<file path="config.mk">
export PLATFORM = sky130hd
export DESIGN_NAME = apb_slave_sync
export DESIGN_NICKNAME = d
export VERILOG_FILES = /design/src/rtl/apb_slave_sync.sv
export SDC_FILE = /design/constraint.sdc
export NUM_CORES = 1
export LEC_CHECK = 0
export ABC_AREA = 1
export CELL_PAD_IN_SITES_DETAIL_PLACEMENT = 0
export CELL_PAD_IN_SITES_GLOBAL_PLACEMENT = 1
export CORE_UTILIZATION = 33
export CTS_CLUSTER_DIAMETER = 80
export DETAILED_ROUTE_END_ITERATION = 8
export HOLD_SLACK_MARGIN = 0.05
export PLACE_DENSITY = 0.83
export RECOVER_POWER = 25
export SLEW_MARGIN = 15
export SYNTH_ARGS = -nofsm -noshare
export SYNTH_HDL_FRONTEND = slang
export SYNTH_SLANG_ARGS = --single-unit
</file>
<file path="constraint.sdc">
create_clock -name PCLK -period 1.9 [get_ports PCLK]
set_clock_uncertainty 0.15 [all_clocks]
set_input_delay 0.285 -clock PCLK [delete_from_list [all_inputs] [get_ports PCLK]]
set_output_delay 0.285 -clock PCLK [all_outputs]
set_load 0.05 [all_outputs]
</file>
<file path="src/rtl/apb_slave_sync.sv">
// APB completer with a small word-addressed register bank: word 0 returns STATUS (read-only),
// words 1..NREGS-1 are read/write control words. Fixed wait-state insertion and PSLVERR on bad access.
module apb_slave_sync #(
  parameter int DWIDTH      = 32,
  parameter int AWIDTH      = 32,
  parameter int NREGS       = 8,
  parameter int WAIT_STATES = 0
) (
  input  logic                          PCLK,
  input  logic                          PRESET,
  input  logic                          PSEL,
  input  logic                          PENABLE,
  input  logic                          PWRITE,
  input  logic [AWIDTH-1:0]             PADDR,
  input  logic [DWIDTH-1:0]             PWDATA,
  input  logic [DWIDTH-1:0]             STATUS,
  output logic                          PREADY,
  output logic [DWIDTH-1:0]             PRDATA,
  output logic                          PSLVERR,
  output logic [(NREGS-1)*DWIDTH-1:0]   CTRL
);

  localparam int IW       = $clog2(NREGS);
  localparam int ADDR_MSB = IW + 1;

  typedef enum logic {IDLE, ACCESS} state_t;

  state_t            state_q, state_d;
  logic [3:0]        cnt_q, cnt_d;
  logic              err_q, err_d;
  logic              wr_q, wr_d;
  logic [IW-1:0]     idx_q, idx_d;
  logic [DWIDTH-1:0] prdata_q, prdata_d;
  logic [DWIDTH-1:0] regs_q [1:NREGS-1];
  logic [DWIDTH-1:0] regs_d [1:NREGS-1];

  logic [IW-1:0]     idx;
  logic [31:0]       idx_ext;
  logic              oor;
  logic [DWIDTH-1:0] rd_word;
  logic              commit;

  // Address decode and read mux for the setup phase.
  always_comb begin
    idx     = PADDR[ADDR_MSB:2];
    idx_ext = 32'(idx);
    oor     = (|(PADDR >> (ADDR_MSB + 1))) || (idx_ext >= NREGS);
    rd_word = '0;
    if (idx == '0) begin
      rd_word = STATUS;
    end else begin
      for (int k = 1; k < NREGS; k++) begin
        if (idx == IW'(k)) rd_word = regs_q[k];
      end
    end
  end

  always_comb begin
    state_d  = state_q;
    cnt_d    = cnt_q;
    err_d    = err_q;
    wr_d     = wr_q;
    idx_d    = idx_q;
    prdata_d = prdata_q;
    commit   = 1'b0;
    case (state_q)
      IDLE: begin
        if (PSEL && !PENABLE) begin
          state_d  = ACCESS;
          cnt_d    = 4'(WAIT_STATES);
          err_d    = oor || (PWRITE && (idx == '0));
          wr_d     = PWRITE;
          idx_d    = idx;
          prdata_d = (PWRITE || oor) ? '0 : rd_word;
        end
      end
      ACCESS: begin
        // Losing PSEL mid-access abandons the transfer without a commit.
        if (!PSEL) begin
          state_d = IDLE;
        end else if (cnt_q != 4'd0) begin
          if (PENABLE) cnt_d = cnt_q - 4'd1;
        end else begin
          state_d = IDLE;
          commit  = wr_q && !err_q;
        end
      end
      default: state_d = IDLE;
    endcase
  end

  always_comb begin
    for (int k = 1; k < NREGS; k++) begin
      regs_d[k] = regs_q[k];
      if (commit && (idx_q == IW'(k))) regs_d[k] = PWDATA;
    end
  end

  always_ff @(posedge PCLK) begin
    if (PRESET) begin
      state_q  <= IDLE;
      cnt_q    <= 4'd0;
      err_q    <= 1'b0;
      wr_q     <= 1'b0;
      idx_q    <= '0;
      prdata_q <= '0;
      for (int k = 1; k < NREGS; k++) regs_q[k] <= '0;
    end else begin
      state_q  <= state_d;
      cnt_q    <= cnt_d;
      err_q    <= err_d;
      wr_q     <= wr_d;
      idx_q    <= idx_d;
      prdata_q <= prdata_d;
      for (int k = 1; k < NREGS; k++) regs_q[k] <= regs_d[k];
    end
  end

  assign PREADY  = (state_q == ACCESS) && (cnt_q == 4'd0);
  assign PSLVERR = PREADY && err_q;
  assign PRDATA  = prdata_q;

  generate
    for (genvar gi = 1; gi < NREGS; gi++) begin : g_ctrl
      assign CTRL[gi*DWIDTH-1 -: DWIDTH] = regs_q[gi];
    end
  endgenerate

endmodule

</file>
==> Yosys cells after proc, flatten, opt, wreduce, memory -nomap -nowiden <==
Memory sizes are Yosys's and may differ from the RTL's.
Cells that the tools add are included.
{ "word_totals": {"regBits": 42, "mem_bits_rw": 224, "out_inout_bits": 258, "wordCells": 94, "memories": 1} }
{ "op_classes": {"n_addsub": 1, "eq_ne": 18, "n_mux": 38, "n_bitwise": 8, "reduce_logical": 22} }
{ "mem_list": {"columns": ["name", "depth", "width", "read_ports", "rd_clocked_by_memory_dff", "write_ports", "line_no", "rtl"], "rows": [
  ["regs_q", 7, 32, 7, 0, 7, "34", "logic [DWIDTH-1:0] regs_q [1:NREGS-1];"]
]} }
{ "ops": {"columns": ["op", "n"], "rows": [
  ["$mux W32", 23],
  ["$reduce_or A27 Y1", 1],
  ["$eq A3 B3 Y1 const B", 8],
  ["$mux W4", 4],
  ["$eq A3 B2 Y1 const B", 4],
  ["$logic_and A1 B1 Y1", 12],
  ["$mux W1", 9],
  ["$pmux W4 S2", 1],
  ["$or A1 B1 Y1", 7],
  ["$eq A3 B1 Y1 const B", 2],
  ["$ne A2 B2 Y1 const B", 3],
  ["$logic_not A4 Y1", 1],
  ["$reduce_and A4 Y1", 1],
  ["$reduce_bool A4 Y1", 1],
  ["$sub A4 B1 Y4 const B", 1],
  ["$logic_not A3 Y1", 1],
  ["$logic_not A1 Y1", 2],
  ["$logic_or A1 B1 Y1", 2],
  ["$ne A2 B1 Y1 const B", 1],
  ["$pmux W1 S2", 1],
  ["$reduce_and A2 Y1", 1],
  ["$not A1 Y1", 1]
]} }

==> Longest topological paths before layout <==
{ "logic_depth": {"word_depth": 10, "mapped_depth": 11} }

==> Worst setup path after synthesis <==
No wires, ideal clock.
{ "synth_path": {"kind": "register -> register", "from": "register cnt_q[0]", "to": "register, netlist name regs_q[0][193]", "t_arrival_ps": 1675, "setup_slack_ps": -57, "stages_incl_launch_ff": 11, "n_path_buf": 1, "path_cell_list": "dfxtp_1 > inv_1 > ha_1 > nand3_2 > inv_2 > nand2_4 > nor3_4 > inv_2 > buf_6 > nand2_1 > a21oi_1"} }
{ "synth_rtl": {"columns": ["item", "line_no", "rtl"], "rows": [
  ["from (decl)", "29", "logic [3:0] cnt_q, cnt_d;"],
  ["from (signal assigned)", "110", "cnt_q <= cnt_d;"]
]} }

==> Worst setup path in the final report <==
{ "layout_path": {"from": "register cnt_q[1]", "to": "output PSLVERR"} }
{ "layout_via": {"elab_chain_len": 3} }
{ "layout_lines": {"columns": ["item", "line_no", "rtl"], "rows": [
  ["$logic_not A4 Y1", "119", "assign PREADY = (state_q == ACCESS) && (cnt_q == 4'd0);"],
  ["$logic_and A1 B1 Y1", "119", null],
  ["$logic_and A1 B1 Y1", "120", "assign PSLVERR = PREADY && err_q;"],
  ["to (decl)", "19", "output logic PSLVERR,"]
]} }
Every way passes these cells.

==> summary.md <==
| Metric | Value |
|---|---|
| Status | `finished clean` |
| Worst-path clk slew | `0.06 ns` |
| Chip Width | `~190 um` |
| Mean routed wirelength per cell | `20.4 um` |
| GRT Residual Overflow | `0` |
| Register area share after synthesis | `45.8%` |
| Switching Power | `slightly below 3 mW` |
| Initial antenna violation count | `1` |
| Syn_nets | `~1800` |
| Post-layout util | `between 40% and 50%` |
| Max-cap violations | `0` |
| Placed inst area | `between 15000 and 20000 um^2` |
| Largest net degree at the start of global routing | `99` |
| Unrepaired setup endpoints after global routing | `true` |
| Share of power burned in registers | `a little under half` |
| Synthesized area | `11600 um^2` |
| Final Hold Fails | `0` |
| Largest delay share family, worst path | `flip-flops` |
| DR vias | `13072` |
| Die Y | `roughly 190 um` |
| Number of synthesized flops with an enable pin | `0` |
| Ys flop type | `dfxtp_1` |
| Achievable Freq | `0.534 GHz` |
| YS warnings | `0` |
| Netlist cell types | `25` |
| Clock share of power | `47.0%` |
| Fillcell total | `3414` |
| Commonest non-fill, non-tap cell in the layout | `nand2_1` |
| ANT nets after route | `0` |
| Synthesized flop and latch total | `266` |
| Root Buffer | `clkbuf_16` |
| # diodes | `0` |
| Combinational Power Share | `7.7%` |
| CTS Buf Count | `30` |
| Peak fanout along the critical path | `2` |
| Maximum vdd drop | `roughly 0.65 mV` |
| 1st-iter DRT viols | `between 1000 and 1500` |
| Post-synthesis cell count | `between 1500 and 2000` |
| Tmin final | `1.87 ns` |
| Worst setup EP type | `primary output` |
| Clock Path Buffers | `3` |
| Layout cells sized above 1 | `21.8%` |
| DRT Pass-1 Iters | `6` |
| Final Net Count | `2144` |
| Via density | `5.20` |
| Initial Utilization | `33.6%` |
| Die ar. | `36000 um^2` |
| Critical path cell sequence | `inv_2 -> ha_4 -> nand3_4 -> nor2_4 -> buf_12` |
| Design area | `16800 um^2` |
| Critical path type | `flop to primary output` |
| P_int | `approximately 9.4 mW` |
| Final Slew Violations | `0` |
| Core area | `34600 um^2` |
| Clock Latency Late Sink | `0.56 ns` |
| Pwr dens | `between 700 and 800 nW/um^2` |
| CP max stage delay | `0.32 ns` |
| HP Class | `input port to flop` |
| Final worst path period share | `98.6%` |
| Slew margin rel. | `around a third` |
| Drt total wl | `slightly above 50 mm` |
| Worst path slowest cell | `dfxtp_1` |
| Number of buffers and inverters on the critical path | `2` |
| GRT Util Overall | `27.1%` |
| Vias in the first global route | `around 12000` |
| Worst setup SP type | `flop` |
| H-tree lvl count | `1` |
| DR DRC count | `0` |
| CTS Sinks | `266` |
| FP Rows | `68` |
| PortBufs | `356` |
| Hold Buf Count CTS | `0` |
| First-pass GRT wire length | `74.4 mm` |
| Critical path required time | `1.46 ns` |
| Worst EP arrival | `roughly 1.4 ns` |
| Final setup fails | `0` |
| Syn avg cell area | `6.97 um^2` |
| HPWL Detailed | `35.6 mm` |
| Commonest non-fill, non-tap cells in the layout | `nand2_1, buf_4, dfxtp_1, a21oi_1, nor2_1` |
| Worst Tran Pin Value | `1.02 ns` |
| I/O pin total | `359` |
| Post-synth ARST share | `0%` |
| Layout area overhead | `44.0%` |
| Switching Fraction | `23.8%` |
| Leakage Power | `~7 nW` |
| GPL Wtd Cong | `0.923` |
| CTS tree | `built` |
## worst paths after layout
path | slack, ns | cells after the start | start | to
max | 0.03 | 5 | cnt_q[1] | PSLVERR
min | 0.08 | 3 | PRESET | cnt_q[1]
max reg2reg | 0.07 | 11 | cnt_q[1] | regs_q[0][239]
min reg2reg | 0.30 | 2 | PRDATA[14] | PRDATA[14]
## state kept, by name, indices dropped and copies added (netlist names)
| register | flops |
|---|---|
| idx_q | 3 |
| PRDATA | 32 |
| regs_q | 224 |
| err_q | 1 |
| cnt_q | 4 |
| state_q | 1 |
| wr_q | 1 |
## synth_stat cells (3+ instances only)
library cell | count | area, um^2
nand2_1 | 561 | 2110
nand4_1 | 97 | 607
nor2_1 | 157 | 589
nor3_1 | 5 | 25.0
o21ai_0 | 55 | 275
nor3_2 | 3 | 30.0
inv_2 | 11 | 41.3
buf_4 | 10 | 75.1
inv_1 | 52 | 195
o21ai_1 | 8 | 40.0
buf_2 | 44 | 220
nor3_4 | 6 | 97.6
nand3_1 | 69 | 345
a21oi_1 | 251 | 1260
dfxtp_1 | 266 | 5330
buf_6 | 12 | 135
buf_1 | 7 | 26.3
clkbuf_1 | 49 | 184
## worst min-delay path, delay by kind of cell
family	cells	cell delay [ns]
AND/OR/NAND/NOR	1	0.14
buffers and inverters	2	0.31
## power by group through the flow
| stage | Sequential [mW] | Clock [mW] | Combinational (mW) |
|---|---|---|---|
| after global routing | 5.60 | 6.14 | 1.01 |
| after global placement | 5.73 | 0 | 0.909 |
| after floorplan | 5.73 | 0 | 0.343 |
| after CTS | 5.61 | 5.90 | 0.935 |
| after detailed placement | 5.73 | 0 | 0.911 |
| final | 5.61 | 5.83 | 0.955 |
## what timing repair did
item	in CTS	in global routing
setup endpoints to repair	68	100
resized for setup	15	19
pin swaps	4	3
cloned	0	1
buffers inserted	4	3
## cell families after synthesis
| family | count (synthesis) | synth area share (%) |
|---|---|---|
| AOI/OAI and AO/OA | 315 | 13.6 |
| adders and majority gates | 1 | 0.107 |
| DFF | 266 | 45.8 |
| and+or+nand+nor | 903 | 33.0 |
| buffers and inverters | 186 | 7.57 |
## area by class of cell
class / instances / area [um^2] / share of cell area [%]
multi-input cells: 1219 / 5520 / 32.9
inverters: 64 / 245 / 1.46
clock buffers: 46 / 932 / 5.56
clock inverters: 5 / 53.8 / 0.321
repair buffers: 461 / 4110 / 24.5
flip-flops and latches: 266 / 5330 / 31.8
well taps: 455 / 569 / 3.40
## per-stage QoR
stage	power (mW)	hold WS [ns]	TNS [ns]	std cells	setup WS (ns)
3_5_place_dp	6.64	0.290	-62.22	2458	-0.455
3_3_place_gp	6.63	0.286	-62.70	2458	-0.442
2_1_floorplan	6.07	0.278	0	1671	0.0221
5_1_grt	12.8	0.0974	-0.468	2516	-0.0476
4_1_cts	12.4	0.0950	-0.00570	2513	-0.00570
6_report	12.4	0.0837	0	2516	0.0261
## per-layer routing
metal	GRT usage, %	vias to the layer above	share of wire [%]
li1	-	6231	-
met1	35.3	6041	41
met2	43.8	681	45
met3	5.20	117	9.0
met4	11.3	2	4.2
met5	0	-	0.025
Power figures use the tool's default switching activity.
